===== src/rtl/uart_pkg.sv =====
// Shared UART definitions: FSM states, parity encodings, line level
// and default widths used by both the transmitter and the receiver.
package uart_pkg;

    typedef enum logic [2:0] {
        IDLE,
        START,
        DATA,
        PARITY,
        STOP
    } uart_state_t;

    localparam logic PAR_EVEN        = 1'b0;
    localparam logic PAR_ODD         = 1'b1;
    localparam logic UART_IDLE_LEVEL = 1'b1;

    localparam int UART_DATA_WIDTH     = 8;
    localparam int UART_PRESCALE_WIDTH = 6;
    localparam int UART_BIT_CNT_WIDTH  = 4;

endpackage


===== src/rtl/uart_tx_baud_counter.sv =====
// Bit-time generator for the UART transmitter: edge counter per bit,
// frame bit index, and a pulse in the last cycle of every bit.
module uart_tx_baud_counter
    import uart_pkg::*;
#(
    parameter int PRESCALE_WIDTH = UART_PRESCALE_WIDTH,
    parameter int BIT_WIDTH      = UART_BIT_CNT_WIDTH
) (
    input  logic                      CLK,
    input  logic                      RST,
    input  logic                      enable,
    input  logic [PRESCALE_WIDTH-1:0] prescale,
    output logic [PRESCALE_WIDTH-1:0] edge_cnt,
    output logic [BIT_WIDTH-1:0]      bit_cnt,
    output logic                      bit_done
);

    logic [PRESCALE_WIDTH-1:0] edge_q;
    logic [PRESCALE_WIDTH-1:0] last_edge;
    logic [BIT_WIDTH-1:0]      bit_q;

    // Prescale of 0 or 1 both mean a single cycle per bit
    assign last_edge = (prescale > PRESCALE_WIDTH'(1))
                     ? prescale - PRESCALE_WIDTH'(1)
                     : '0;

    assign bit_done = enable && (edge_q >= last_edge);
    assign edge_cnt = enable ? edge_q : '0;
    assign bit_cnt  = enable ? bit_q  : '0;

    always_ff @(posedge CLK or negedge RST) begin
        if (!RST) begin
            edge_q <= '0;
            bit_q  <= '0;
        end else if (!enable) begin
            edge_q <= '0;
            bit_q  <= '0;
        end else if (bit_done) begin
            edge_q <= '0;
            bit_q  <= bit_q + BIT_WIDTH'(1);
        end else begin
            edge_q <= edge_q + PRESCALE_WIDTH'(1);
        end
    end

endmodule


===== src/rtl/uart_tx_frame.sv =====
// UART transmitter: start / data LSB first / optional parity / stop.
// Define UART_TX_TWO_STOP_EN for a two-bit-time stop period.
module uart_tx_frame
    import uart_pkg::*;
#(
    parameter int DATA_WIDTH     = UART_DATA_WIDTH,
    parameter int PRESCALE_WIDTH = UART_PRESCALE_WIDTH
) (
    input  logic                      CLK,
    input  logic                      RST,
    input  logic [DATA_WIDTH-1:0]     P_DATA,
    input  logic                      Data_Valid,
    input  logic                      PAR_EN,
    input  logic                      PAR_TYP,
    input  logic [PRESCALE_WIDTH-1:0] Prescale,
    output logic                      TX_OUT,
    output logic                      Busy
);

    localparam int BW = $clog2(DATA_WIDTH + 5);

    uart_state_t               state;
    logic [DATA_WIDTH-1:0]     shift_q;
    logic                      par_en_q;
    logic                      par_bit_q;
    logic                      par_calc;
    logic [PRESCALE_WIDTH-1:0] presc_q;
    logic [PRESCALE_WIDTH-1:0] edge_cnt_unused;
    logic [BW-1:0]             bit_cnt;
    logic [BW-1:0]             stop_last;
    logic                      bit_done;

    uart_tx_baud_counter #(
        .PRESCALE_WIDTH (PRESCALE_WIDTH),
        .BIT_WIDTH      (BW)
    ) u_baud (
        .CLK      (CLK),
        .RST      (RST),
        .enable   (state != IDLE),
        .prescale (presc_q),
        .edge_cnt (edge_cnt_unused),
        .bit_cnt  (bit_cnt),
        .bit_done (bit_done)
    );

    // Frame bit index: start=0, data=1..DATA_WIDTH, then parity, then stop
`ifdef UART_TX_TWO_STOP_EN
    assign stop_last = BW'(DATA_WIDTH + 2) + BW'(par_en_q);
`else
    assign stop_last = BW'(DATA_WIDTH + 1) + BW'(par_en_q);
`endif

    always_comb begin
        par_calc = ^P_DATA;
        unique case (PAR_TYP)
            PAR_EVEN: par_calc = ^P_DATA;
            PAR_ODD:  par_calc = ~^P_DATA;
        endcase
    end

    always_ff @(posedge CLK or negedge RST) begin
        if (!RST) begin
            state     <= IDLE;
            TX_OUT    <= UART_IDLE_LEVEL;
            Busy      <= 1'b0;
            shift_q   <= '0;
            par_en_q  <= 1'b0;
            par_bit_q <= 1'b0;
            presc_q   <= '0;
        end else begin
            unique case (state)
                IDLE: begin
                    TX_OUT <= UART_IDLE_LEVEL;
                    Busy   <= 1'b0;
                    if (Data_Valid) begin
                        shift_q   <= P_DATA;
                        par_en_q  <= PAR_EN;
                        par_bit_q <= par_calc;
                        presc_q   <= Prescale;
                        state     <= START;
                        TX_OUT    <= 1'b0;
                        Busy      <= 1'b1;
                    end
                end
                START: begin
                    if (bit_done) begin
                        state   <= DATA;
                        TX_OUT  <= shift_q[0];
                        shift_q <= shift_q >> 1;
                    end
                end
                DATA: begin
                    if (bit_done) begin
                        if (bit_cnt == BW'(DATA_WIDTH)) begin
                            if (par_en_q) begin
                                state  <= PARITY;
                                TX_OUT <= par_bit_q;
                            end else begin
                                state  <= STOP;
                                TX_OUT <= UART_IDLE_LEVEL;
                            end
                        end else begin
                            TX_OUT  <= shift_q[0];
                            shift_q <= shift_q >> 1;
                        end
                    end
                end
                PARITY: begin
                    if (bit_done) begin
                        state  <= STOP;
                        TX_OUT <= UART_IDLE_LEVEL;
                    end
                end
                STOP: begin
                    if (bit_done && bit_cnt == stop_last) begin
                        state <= IDLE;
                        Busy  <= 1'b0;
                    end
                end
                default: begin
                    state  <= IDLE;
                    TX_OUT <= UART_IDLE_LEVEL;
                    Busy   <= 1'b0;
                end
            endcase
        end
    end

endmodule


===== config.mk =====
export PLATFORM = sky130hd
export DESIGN_NAME = uart_tx_frame
export DESIGN_NICKNAME = d
export VERILOG_FILES = /design/src/rtl/uart_pkg.sv /design/src/rtl/uart_tx_baud_counter.sv /design/src/rtl/uart_tx_frame.sv
export SDC_FILE = /design/constraint.sdc
export NUM_CORES = 1
export LEC_CHECK = 0
export ABC_AREA = 1
export CORE_UTILIZATION = 50
export CTS_BUF_LIST = sky130_fd_sc_hd__clkbuf_4 sky130_fd_sc_hd__clkbuf_8
export DETAILED_ROUTE_END_ITERATION = 12
export PLACE_DENSITY = 0.71
export SYNTH_ARGS = -nofsm -noshare
export SYNTH_HDL_FRONTEND = slang
export SYNTH_HIERARCHICAL = 1
export SYNTH_SLANG_ARGS = --single-unit

===== constraint.sdc =====
create_clock -name CLK -period 3.2 [get_ports CLK]
set_clock_uncertainty 0.1 [all_clocks]
set_input_delay 0.64 -clock CLK [delete_from_list [all_inputs] [get_ports CLK]]
set_output_delay 0.64 -clock CLK [all_outputs]
set_load 0.01 [all_outputs]

==> run_results.csv <==
group,metric,value,unit
worst_hold_path,hold_path.class,"flop to flop",
layout,final_area,2460,um2
timing,period_share,90.8,%
setup_path,endpoint_kind,"flop",
clocking,tritoncts,"done",
run,cap_violations,0,
place,place_area,2370,um2
pwr,leakage,1.35,nW
place,io_buffers,20,
place,place_congestion,0.867,
grt,grt_pass1_wl,6.78,mm
timing,slew_viol_final,0,
timing,holdWs,0.378,ns
timing,setup_viol,0,
grt,antenna_found_initial,0,
clocking,clk_pin_slew,0.07,ns
setup_path,critPathLaunch,"presc_q[0]$_DFFE_PN0P_",
layout,syn2layout_area_growth,17.1,%
timing,setup_slack,0.293,ns
setup_path,cp.arrival,3.00,ns
layout,fin_nets,354,
timing,slew_headroom,73.7,%
pwr,clkPwrFrac,14.0,%
floorplanning,die_x,66.9,um
layout,num_antenna_cells,0,
timing,rsz0062_at_grt,"false",
grt,grt_pass1_vias,1617,
timing,final_hold_viol_count,0,
pwr,combPwrFrac,55.5,%
floorplanning,ios,21,
place,dpl.hpwl,3.09,mm
timing,min_period,2.91,ns
yosys,ys_warn_count,6,
setup_path,cp-start-kind,"flop",
setup_path,critical_path_class,"flop to flop",
yosys,avgSynthCellArea,7.06,um2
drt,drtPass1Iterations,4,
yosys,synth_nets,327,
setup_path,r2r-start,"presc_q[0]$_DFFE_PN0P_",
clocking,cts_root_buffer,"clkbuf_8",
pwr,pwr_density_cell,920,nW/um2
clocking,worstSkewPairLatency,0.29,ns
pwr,p_seq_share,30.4,%
worst_hold_path,hold_path.startpoint,"shift_q[6]$_DFFE_PN0P_",
layout,fillers,371,
status,status,"complete, no violations",
pwr,netSwitchingFraction,47.5,%
drt,wl,4.08,mm
pwr,ir_worst_vdd,0.508,mV
drt,vias,1852,
floorplanning,core,4030,um2
layout,fin_cells,376,
floorplanning,die_h,66.9,um
grt,grt_max_degree,32,
drt,avgRoutedWirePerCell,10.9,um
floorplanning,rows,23,
grt,grt_usage,20.7,%
layout,layout_common_cells,"nand2_1, inv_1, dfrtp_1",
drt,viasPerCell,4.93,
layout,fin_util,61.1,%
timing,clock.fmax,344,MHz
setup_path,path_max_fanout,7,
clocking,numCtsBuffers,5,
clocking,cts.sinks,31,
grt,grt_overflow,0,
timing,worstMarginPinSlew,0.395,ns
timing,tns,0,ns
drt,drc,0,
layout,drive_above_1_share,12.0,%
yosys,syn_area,2100,um2
floorplanning,dieArea,4470,um2
place,dp_cells,367,
pwr,switchingPower,1.08,mW
pwr,p_int,1.19,mW
drt,postRouteAntennaNets,0,
clocking,htree_levels,2,
yosys,synthCells,298,
floorplanning,initial_utilization,52.2,%
setup_path,required,3.29,ns
pwr,totalPowerFinal,2.27,mW
place,dp_worst_setup_slack,0.101,ns
drt,drtIter0Drc,99,
clocking,clk_path_buf_depth,2,
layout,final_common_cell,"nand2_1",
==> worst max-delay path, cell delays in order, from the launching register on <==
cell and delay (ns):
dfrtp_1 0.40, inv_1 0.07, ha_1 0.24, o211ai_1 0.17, buf_4 0.16, o21ai_0 0.08
ha_1 0.31, nand2_2 0.07, nor2_1 0.13, nand2_2 0.14, a21boi_1 0.20, inv_1 0.12
nor2_1 0.11, nand3_1 0.08, nand2_1 0.10, nand2_1 0.10, o21ai_0 0.22
==> layer usage <==
layer	global-route usage, %	share of wire (%)	up-vias
met5	0	0	-
met4	9.31	1.7	0
met3	5.82	3.4	7
met2	32.8	47	29
met1	25.9	47	837
li1	-	-	979
==> power groups by stage <==
stage	combinational (mW)	clock [mW]	sequential [mW]
2_1_floorplan	1.01	0	0.671
3_3_place_gp	1.23	0	0.695
3_5_place_dp	1.25	0	0.695
4_1_cts	1.26	0.331	0.690
5_1_grt	1.46	0.344	0.713
6_report	1.26	0.317	0.690
==> worst paths after layout <==
kind / cells after the start / slack [ns] / end
max in group asynchronous: 2 / 2.03 / TX_OUT$_DFFE_PN1P_
worst min register to register: 2 / 0.38 / shift_q[6]$_DFFE_PN0P_
worst min-delay path: 2 / 0.38 / shift_q[6]$_DFFE_PN0P_
worst max register to register: 16 / 0.29 / state[0]$_DFFE_PN0P_
min in group asynchronous: 2 / 0.64 / presc_q[4]$_DFFE_PN0P_
worst max-delay path: 16 / 0.29 / state[0]$_DFFE_PN0P_
==> flip-flops by register name (all words and copies together), names as in the netlist <==
signal	count
shift_q	8
presc_q	6
u_baud/edge_q	6
u_baud/bit_q	4
state	3
Busy	1
TX_OUT	1
par_bit_q	1
par_en_q	1
==> final cells by class <==
| class | instances | area [um2] | area share, % |
|---|---|---|---|
| sequential | 31 | 777 | 31.5 |
| multi-input combinational | 220 | 1140 | 46.4 |
| tap | 50 | 62.6 | 2.54 |
| inverter | 44 | 170 | 6.91 |
| timing repair buffer | 23 | 223 | 9.04 |
| clock inverter | 1 | 5.00 | 0.203 |
| clock buffer | 7 | 83.8 | 3.40 |
==> what timing repair did <==
item / in CTS / in global routing
hold buffers: 0 / 0
gates resized for setup: 0 / 1
buffers inserted: 0 / 1
endpoints found under the setup margin: 0 / 12
(Power assumes the default switching activity.)
